File: src/rtl/ula_pkg.sv
// Shared types for the ula arbiter slice.
// Opcode and FSM state enums plus the datapath width.
package ula_pkg;

  localparam int W = 4;

  typedef enum logic [2:0] {
    OP_ADD = 3'b000,
    OP_SUB = 3'b001,
    OP_AND = 3'b010,
    OP_OR  = 3'b011,
    OP_XOR = 3'b100,
    OP_EQ  = 3'b101
  } op_e;

  typedef enum logic [1:0] {
    IDLE = 2'd0,
    EXEC = 2'd1,
    RESP = 2'd2
  } state_e;

endpackage

File: src/rtl/ula_arb_if.sv
// Request/response bundle between two requesters,
// the arbiter and the result consumer.
interface ula_arb_if;
  import ula_pkg::*;

  logic         req0_valid;
  logic         req0_ready;
  logic [W-1:0] req0_a;
  logic [W-1:0] req0_b;
  logic [2:0]   req0_op;

  logic         req1_valid;
  logic         req1_ready;
  logic [W-1:0] req1_a;
  logic [W-1:0] req1_b;
  logic [2:0]   req1_op;

  logic         resp_valid;
  logic         resp_ready;
  logic         resp_id;
  logic [W-1:0] resp_r;
  logic         resp_zero;

  logic         busy;
  logic [7:0]   done_cnt;

  modport master (
    output req0_valid, req0_a, req0_b, req0_op,
    output req1_valid, req1_a, req1_b, req1_op,
    output resp_ready,
    input  req0_ready, req1_ready,
    input  resp_valid, resp_id, resp_r, resp_zero,
    input  busy, done_cnt
  );

  modport slave (
    input  req0_valid, req0_a, req0_b, req0_op,
    input  req1_valid, req1_a, req1_b, req1_op,
    input  resp_ready,
    output req0_ready, req1_ready,
    output resp_valid, resp_id, resp_r, resp_zero,
    output busy, done_cnt
  );

endinterface

File: src/rtl/ula.sv
// Purely combinational 4-bit ula: add/sub/and/or/xor/eq.
// Unknown opcodes yield r=0 (zero flag set).
module ula
  import ula_pkg::*;
(
  input  logic [W-1:0] a,
  input  logic [W-1:0] b,
  input  logic [2:0]   op,
  output logic [W-1:0] r,
  output logic         zero
);

  always_comb begin
    r = '0;
    case (op)
      OP_ADD:  r = a + b;
      OP_SUB:  r = a - b;
      OP_AND:  r = a & b;
      OP_OR:   r = a | b;
      OP_XOR:  r = a ^ b;
      OP_EQ:   r = {{(W-1){1'b0}}, a == b};
      default: r = '0;
    endcase
    zero = (r == '0);
  end

endmodule

File: src/rtl/ula_arb.sv
// Two-requester front end for a single shared ula,
// one operation in flight: IDLE -> EXEC -> RESP.
module ula_arb
  import ula_pkg::*;
#(
  parameter bit PRIO_FIXED = 1'b0
) (
  input logic     clk,
  input logic     rst_n,
  ula_arb_if.slave bus
);

  state_e       state_q, state_d;
  logic [W-1:0] a_q, a_d;
  logic [W-1:0] b_q, b_d;
  logic [2:0]   op_q, op_d;
  logic         id_q, id_d;
  logic         last_q, last_d;
  logic [W-1:0] r_q, r_d;
  logic         zero_q, zero_d;
  logic [7:0]   cnt_q, cnt_d;

  logic         idle;
  logic         gnt0;
  logic         gnt1;
  logic [W-1:0] ula_r;
  logic         ula_zero;

  ula u_ula (
    .a    (a_q),
    .b    (b_q),
    .op   (op_q),
    .r    (ula_r),
    .zero (ula_zero)
  );

  // ready is gated by rst_n so it stays low while reset is held
  always_comb begin
    idle = rst_n && (state_q == IDLE);
    if (PRIO_FIXED)
      gnt1 = bus.req1_valid && !bus.req0_valid;
    else
      gnt1 = bus.req1_valid &&
             (!bus.req0_valid || !last_q);
    gnt0 = bus.req0_valid && !gnt1;
  end

  assign bus.req0_ready = idle && gnt0;
  assign bus.req1_ready = idle && gnt1;

  always_comb begin
    state_d = state_q;
    a_d     = a_q;
    b_d     = b_q;
    op_d    = op_q;
    id_d    = id_q;
    last_d  = last_q;
    r_d     = r_q;
    zero_d  = zero_q;
    cnt_d   = cnt_q;
    unique case (state_q)
      IDLE: begin
        if (gnt0 || gnt1) begin
          a_d     = gnt1 ? bus.req1_a  : bus.req0_a;
          b_d     = gnt1 ? bus.req1_b  : bus.req0_b;
          op_d    = gnt1 ? bus.req1_op : bus.req0_op;
          id_d    = gnt1;
          last_d  = gnt1;
          state_d = EXEC;
        end
      end
      EXEC: begin
        r_d     = ula_r;
        zero_d  = ula_zero;
        state_d = RESP;
      end
      RESP: begin
        if (bus.resp_ready) begin
          cnt_d   = cnt_q + 8'd1;
          state_d = IDLE;
        end
      end
      default: state_d = IDLE;
    endcase
  end

  always_ff @(posedge clk or negedge rst_n) begin
    if (!rst_n) begin
      state_q <= IDLE;
      a_q     <= '0;
      b_q     <= '0;
      op_q    <= '0;
      id_q    <= 1'b0;
      last_q  <= 1'b1;
      r_q     <= '0;
      zero_q  <= 1'b0;
      cnt_q   <= '0;
    end else begin
      state_q <= state_d;
      a_q     <= a_d;
      b_q     <= b_d;
      op_q    <= op_d;
      id_q    <= id_d;
      last_q  <= last_d;
      r_q     <= r_d;
      zero_q  <= zero_d;
      cnt_q   <= cnt_d;
    end
  end

  assign bus.resp_valid = (state_q == RESP);
  assign bus.resp_r     = r_q;
  assign bus.resp_zero  = zero_q;
  assign bus.resp_id    = id_q;
  assign bus.busy       = (state_q != IDLE);
  assign bus.done_cnt   = cnt_q;

endmodule

File: src/flat_wrapper.sv
// flat-port wrapper written by rule: the top's interface ports become plain ports
module ula_arb_flat import ula_pkg::*;
#(
  parameter bit PRIO_FIXED = 1'b0
)
  (clk, rst_n, bus_req0_valid, bus_req0_a, bus_req0_b, bus_req0_op, bus_req1_valid, bus_req1_a, bus_req1_b, bus_req1_op, bus_resp_ready, bus_req0_ready, bus_req1_ready, bus_resp_valid, bus_resp_id, bus_resp_r, bus_resp_zero, bus_busy, bus_done_cnt);
  ula_arb_if bus_i ();
  input logic clk;
  input logic rst_n;
  input wire logic [$bits(bus_i.req0_valid)-1:0] bus_req0_valid;
  input wire logic [$bits(bus_i.req0_a)-1:0] bus_req0_a;
  input wire logic [$bits(bus_i.req0_b)-1:0] bus_req0_b;
  input wire logic [$bits(bus_i.req0_op)-1:0] bus_req0_op;
  input wire logic [$bits(bus_i.req1_valid)-1:0] bus_req1_valid;
  input wire logic [$bits(bus_i.req1_a)-1:0] bus_req1_a;
  input wire logic [$bits(bus_i.req1_b)-1:0] bus_req1_b;
  input wire logic [$bits(bus_i.req1_op)-1:0] bus_req1_op;
  input wire logic [$bits(bus_i.resp_ready)-1:0] bus_resp_ready;
  output wire logic [$bits(bus_i.req0_ready)-1:0] bus_req0_ready;
  output wire logic [$bits(bus_i.req1_ready)-1:0] bus_req1_ready;
  output wire logic [$bits(bus_i.resp_valid)-1:0] bus_resp_valid;
  output wire logic [$bits(bus_i.resp_id)-1:0] bus_resp_id;
  output wire logic [$bits(bus_i.resp_r)-1:0] bus_resp_r;
  output wire logic [$bits(bus_i.resp_zero)-1:0] bus_resp_zero;
  output wire logic [$bits(bus_i.busy)-1:0] bus_busy;
  output wire logic [$bits(bus_i.done_cnt)-1:0] bus_done_cnt;
  assign bus_i.req0_valid = bus_req0_valid;
  assign bus_i.req0_a = bus_req0_a;
  assign bus_i.req0_b = bus_req0_b;
  assign bus_i.req0_op = bus_req0_op;
  assign bus_i.req1_valid = bus_req1_valid;
  assign bus_i.req1_a = bus_req1_a;
  assign bus_i.req1_b = bus_req1_b;
  assign bus_i.req1_op = bus_req1_op;
  assign bus_i.resp_ready = bus_resp_ready;
  assign bus_req0_ready = bus_i.req0_ready;
  assign bus_req1_ready = bus_i.req1_ready;
  assign bus_resp_valid = bus_i.resp_valid;
  assign bus_resp_id = bus_i.resp_id;
  assign bus_resp_r = bus_i.resp_r;
  assign bus_resp_zero = bus_i.resp_zero;
  assign bus_busy = bus_i.busy;
  assign bus_done_cnt = bus_i.done_cnt;
  ula_arb #(.PRIO_FIXED(PRIO_FIXED)) u_core (.clk(clk), .rst_n(rst_n), .bus(bus_i));
endmodule
File: config.mk
export PLATFORM = sky130hd
export DESIGN_NAME = ula_arb_flat
export DESIGN_NICKNAME = d
export VERILOG_FILES = /design/src/rtl/ula_pkg.sv /design/src/rtl/ula_arb_if.sv /design/src/rtl/ula.sv /design/src/rtl/ula_arb.sv /design/src/flat_wrapper.sv
export SDC_FILE = /design/constraint.sdc
export NUM_CORES = 1
export LEC_CHECK = 0
export ABC_AREA = 1
export BUFFER_PORTS_ARGS = -buffer_cell sky130_fd_sc_hd__buf_4
export CELL_PAD_IN_SITES_DETAIL_PLACEMENT = 1
export CELL_PAD_IN_SITES_GLOBAL_PLACEMENT = 2
export CORE_UTILIZATION = 32
export CTS_CLUSTER_SIZE = 10
export DETAILED_ROUTE_END_ITERATION = 8
export PLACE_DENSITY = 0.92
export SETUP_SLACK_MARGIN = 0.4
export SLEW_MARGIN = 0
export SYNTH_ARGS = -nofsm -noshare
export SYNTH_HDL_FRONTEND = slang
export SYNTH_SLANG_ARGS = --single-unit
File: constraint.sdc
create_clock -name clk -period 4 [get_ports clk]
set_input_delay 0.8 -clock clk [delete_from_list [all_inputs] [get_ports clk]]
set_output_delay 0.8 -clock clk [all_outputs]
set_load 0.05 [all_outputs]
==> summary.log <==
INFO  outcome        status=completed
INFO  synthesis      synthesized_area_fraction_occupied_by_adder_cells=10.81%
INFO  layout         n_fill_cell=662
INFO  layout         layout.cells.most_common_list=sky130_fd_sc_hd__buf_4 (44), sky130_fd_sc_hd__inv_1 (37), sky130_fd_sc_hd__nand2_1 (32), sky130_fd_sc_hd__nor2_1 (27), sky130_fd_sc_hd__dfrtp_1 (27)
INFO  clock_network  worst_skew_pair_later_pin_latency=0.28ns
INFO  synthesis      muxShareOfSynthArea=0.6401%
INFO  layout         area_growth_syn_to_layout=25.32%
INFO  setup_path     worstPathCellList=buf_4, nand2_1, nand2_1, inv_1, nor4_1, buf_4
INFO  place          hpwlAfterDp=3320um
INFO  clock_network  cts_num_sinks=28
INFO  place          port_buffers=44
INFO  worst_hold_path hold_class=in2async
INFO  synthesis      yosys.area_share.simple=22.33%
INFO  synthesis      synth.distinct_cells=30
INFO  drt            drc=0
INFO  timing         finalCritPeriodShare=71.73%
INFO  synthesis      ys.flop_type=sky130_fd_sc_hd__dfrtp_1
INFO  setup_path     crit_path_max_incr_delay=0.36ns
INFO  layout         final_layout_size_suffix_gt1_share=23.64%
INFO  timing         fin_worst_skew=0.009669ns
INFO  synthesis      synth-compound-area-share=11.24%
INFO  layout         most_common_cell_after_layout_fill_and_taps_aside=sky130_fd_sc_hd__buf_4
INFO  timing         fin_setup_tns=0ns
INFO  global_routing antenna_found_initial=0
INFO  drt            wl=4082um
INFO  timing         timing_worst_slew_pin_value=0.5332ns
INFO  synthesis      postSynthCellCount=216
INFO  floorplanning  floorplan.initialDensity=33.80%
INFO  drt            vias_per_cell=4.588
INFO  setup_path     worst_setup_path_start_kind=primary input
INFO  timing         fin_ws=1.131ns
INFO  timing         grt_setup_unrepaired=false
INFO  clock_network  tritoncts=built
INFO  floorplanning  dieWidth=76.15um
INFO  clock_network  cts-resized-gates=0
INFO  synthesis      synthArstFlopShare=100.0%
INFO  setup_path     worst_ep_required_time=3.20ns
INFO  power_and_ir_drop pwrdens=861.9nW/um^2
INFO  job            cap_viol_max_count=0
INFO  setup_path     critical_path.max_fanout=13
INFO  drt            drt_iter0_drcs=35
INFO  floorplanning  top_level_ports=45
INFO  clock_network  post_cts.repair.setup_buffers=0
INFO  global_routing pin_count_of_the_biggest_net_entering_global_routing=30
INFO  global_routing number_of_global_route_vias_before_repair=1526
INFO  timing         fmaxAchievable=0.3485GHz
INFO  synthesis      postSynthNetCount=257
INFO  clock_network  clk_pin_slew=0.10ns
INFO  power_and_ir_drop max-vdd-ir-drop=0.0004111V
INFO  drt            wire_per_inst=12.45um
INFO  drt            vias=1505
INFO  layout         antenna-diode-count=0
INFO  floorplanning  die_area=5798um^2
INFO  timing         slew-limit-headroom=64.37%
INFO  synthesis      edff_count_synth=0
INFO  synthesis      yosys_warnings=0
INFO  floorplanning  coreArea=5205um^2
INFO  place          placement.setup.worst_slack=1.118ns
INFO  clock_network  cts.hold.buffers_added=0
INFO  synthesis      combinational_family_with_the_most_area_after_synthesis=simple AND/OR/NAND/NOR gates
INFO  setup_path     crit_type=in2out
INFO  timing         final-setup-viol-count=0
INFO  synthesis      syn_area=1759um^2
INFO  synthesis      fraction_of_synthesized_cell_area_in_xor_and_xnor_cells=4.481%
INFO  timing         period_needed=2.869ns
INFO  clock_network  clock_tree.root_cell=sky130_fd_sc_hd__clkbuf_8
INFO  floorplanning  placementRows=26
INFO  drt            antenna_left=0
INFO  setup_path     end_kind=output port
INFO  floorplanning  die_h=76.15um
INFO  global_routing grt_pass1_wl=7279um
INFO  power_and_ir_drop static-leakage-power=1.139nW
INFO  layout         final_nets=300
INFO  synthesis      yosys_register_bits=28
INFO  clock_network  clockBufferDepth=2
INFO  synthesis      syn-mean-instance-area=8.144um^2
INFO  clock_network  cts_inserted_buffers=3
INFO  drt            detail_route.first_pass.iterations=4
INFO  clock_network  htree_levels=1
INFO  timing         slew_violations=0
INFO  timing         holdWs=0.4199ns
INFO  setup_path     worst-endpoint-arrival=2.07ns
INFO  global_routing grt_usage=15.20%
INFO  setup_path     rr_worst_depth=8
INFO  place          final_gp_congestion=0.8040
INFO  synthesis      ys_seq_area_share=39.90%
INFO  timing         report.final.hold_viol_count=0
INFO  setup_path     timing.critical_path.slowest_stage_cell=sky130_fd_sc_hd__nand2_1
INFO  global_routing grt_overflow=0
## critical path, delay by kind of cell
| family | cells | cell delay [ns] |
|---|---|---|
| buffers and inverters | 3 | 0.62 |
| AND/OR/NAND/NOR | 3 | 0.65 |
## metal layers
metal | part of all wire (%) | vias to the layer above | GRT usage, %
met5 | 0 | - | 0
met4 | 0.76 | 0 | 2.885
met1 | 50 | 708 | 21.28
li1 | - | 768 | -
met3 | 3.4 | 2 | 2.036
met2 | 46 | 27 | 25.27
## registers in the layout, indices dropped and copies added (netlist names)
signal                cells
u_core.bus.resp_zero      1
u_core.b_q                4
u_core.bus.resp_id        1
u_core.a_q                4
u_core.op_q               3
u_core.bus.resp_r         4
u_core.state_q            2
u_core.bus.done_cnt       8
u_core.last_q             1
## path summary, 6_finish.rpt
path                                                          from                                  to  slack, ns
worst max register to register           u_core.b_q[2]$_DFFE_PN0P_    u_core.bus.resp_r[3]$_DFFE_PN0N_       2.26
max in group asynchronous                                    rst_n           u_core.last_q$_DFFE_PN1P_       3.25
worst min register to register  u_core.bus.done_cnt[7]$_DFFE_PN0P_  u_core.bus.done_cnt[7]$_DFFE_PN0P_       0.49
worst min-delay path                                         rst_n  u_core.bus.done_cnt[7]$_DFFE_PN0P_       0.42
min in group clk                u_core.bus.done_cnt[7]$_DFFE_PN0P_  u_core.bus.done_cnt[7]$_DFFE_PN0P_       0.49
worst max-delay path                                bus_req0_valid                      bus_req0_ready       1.13
## metrics by stage
step                      cell area (um^2)  utilization (%)  cells  total power (W)
final                                 2205            42.36    328         0.001900
after global placement                2133            40.99    324         0.001668
after CTS                             2205            42.36    328         0.001928
after detailed placement              2133            40.99    324         0.001699
after global routing                  2205            42.36    328         0.002089
after floorplan                       1759                -    216         0.001394
## cell usage after synthesis (all sizes together), types with 2 or more instances
| cell | count | area (um^2) |
|---|---|---|
| fa | 2 | 40.04 |
| nand4 | 2 | 12.51 |
| xnor2 | 3 | 26.28 |
| o22ai | 11 | 68.82 |
| o21ai | 19 | 95.09 |
| nor2 | 32 | 132.6 |
| xor2 | 6 | 52.55 |
| a21oi | 3 | 26.28 |
| nand3 | 16 | 97.60 |
| nand2 | 33 | 126.4 |
| ha | 12 | 150.1 |
| dfrtp | 27 | 675.7 |
| buf | 5 | 40.04 |
| inv | 38 | 142.6 |
## power by group
group          total, W  switching, W  internal [W]
registers      0.000526      0.000117      0.000410
clock network  0.000223     0.0000887      0.000134
logic           0.00115      0.000761      0.000390
total           0.00190      0.000966      0.000934
## logic make-up (layout without fill, tap and decap cells)
logic type,Yosys count,count (layout)
AND/OR/NAND/NOR,86,86
adder cells (fa/ha/maj),14,14
flip-flops,28,28
multiplexers,1,1
AO/OA/AOI/OAI,34,34
XOR/XNOR,9,9
buffers and inverters,44,86
## area by class of cell
cell class | instances | area, um^2 | area share [%]
clock buffers | 3 | 41.29 | 1.873
clock inverters | 1 | 30.03 | 1.362
inverters | 38 | 142.6 | 6.470
multi-input cells | 144 | 870.8 | 39.50
flip-flops and latches | 28 | 701.9 | 31.84
well taps | 70 | 87.58 | 3.973
repair buffers | 44 | 330.3 | 14.98
(Power assumes the default switching activity.)
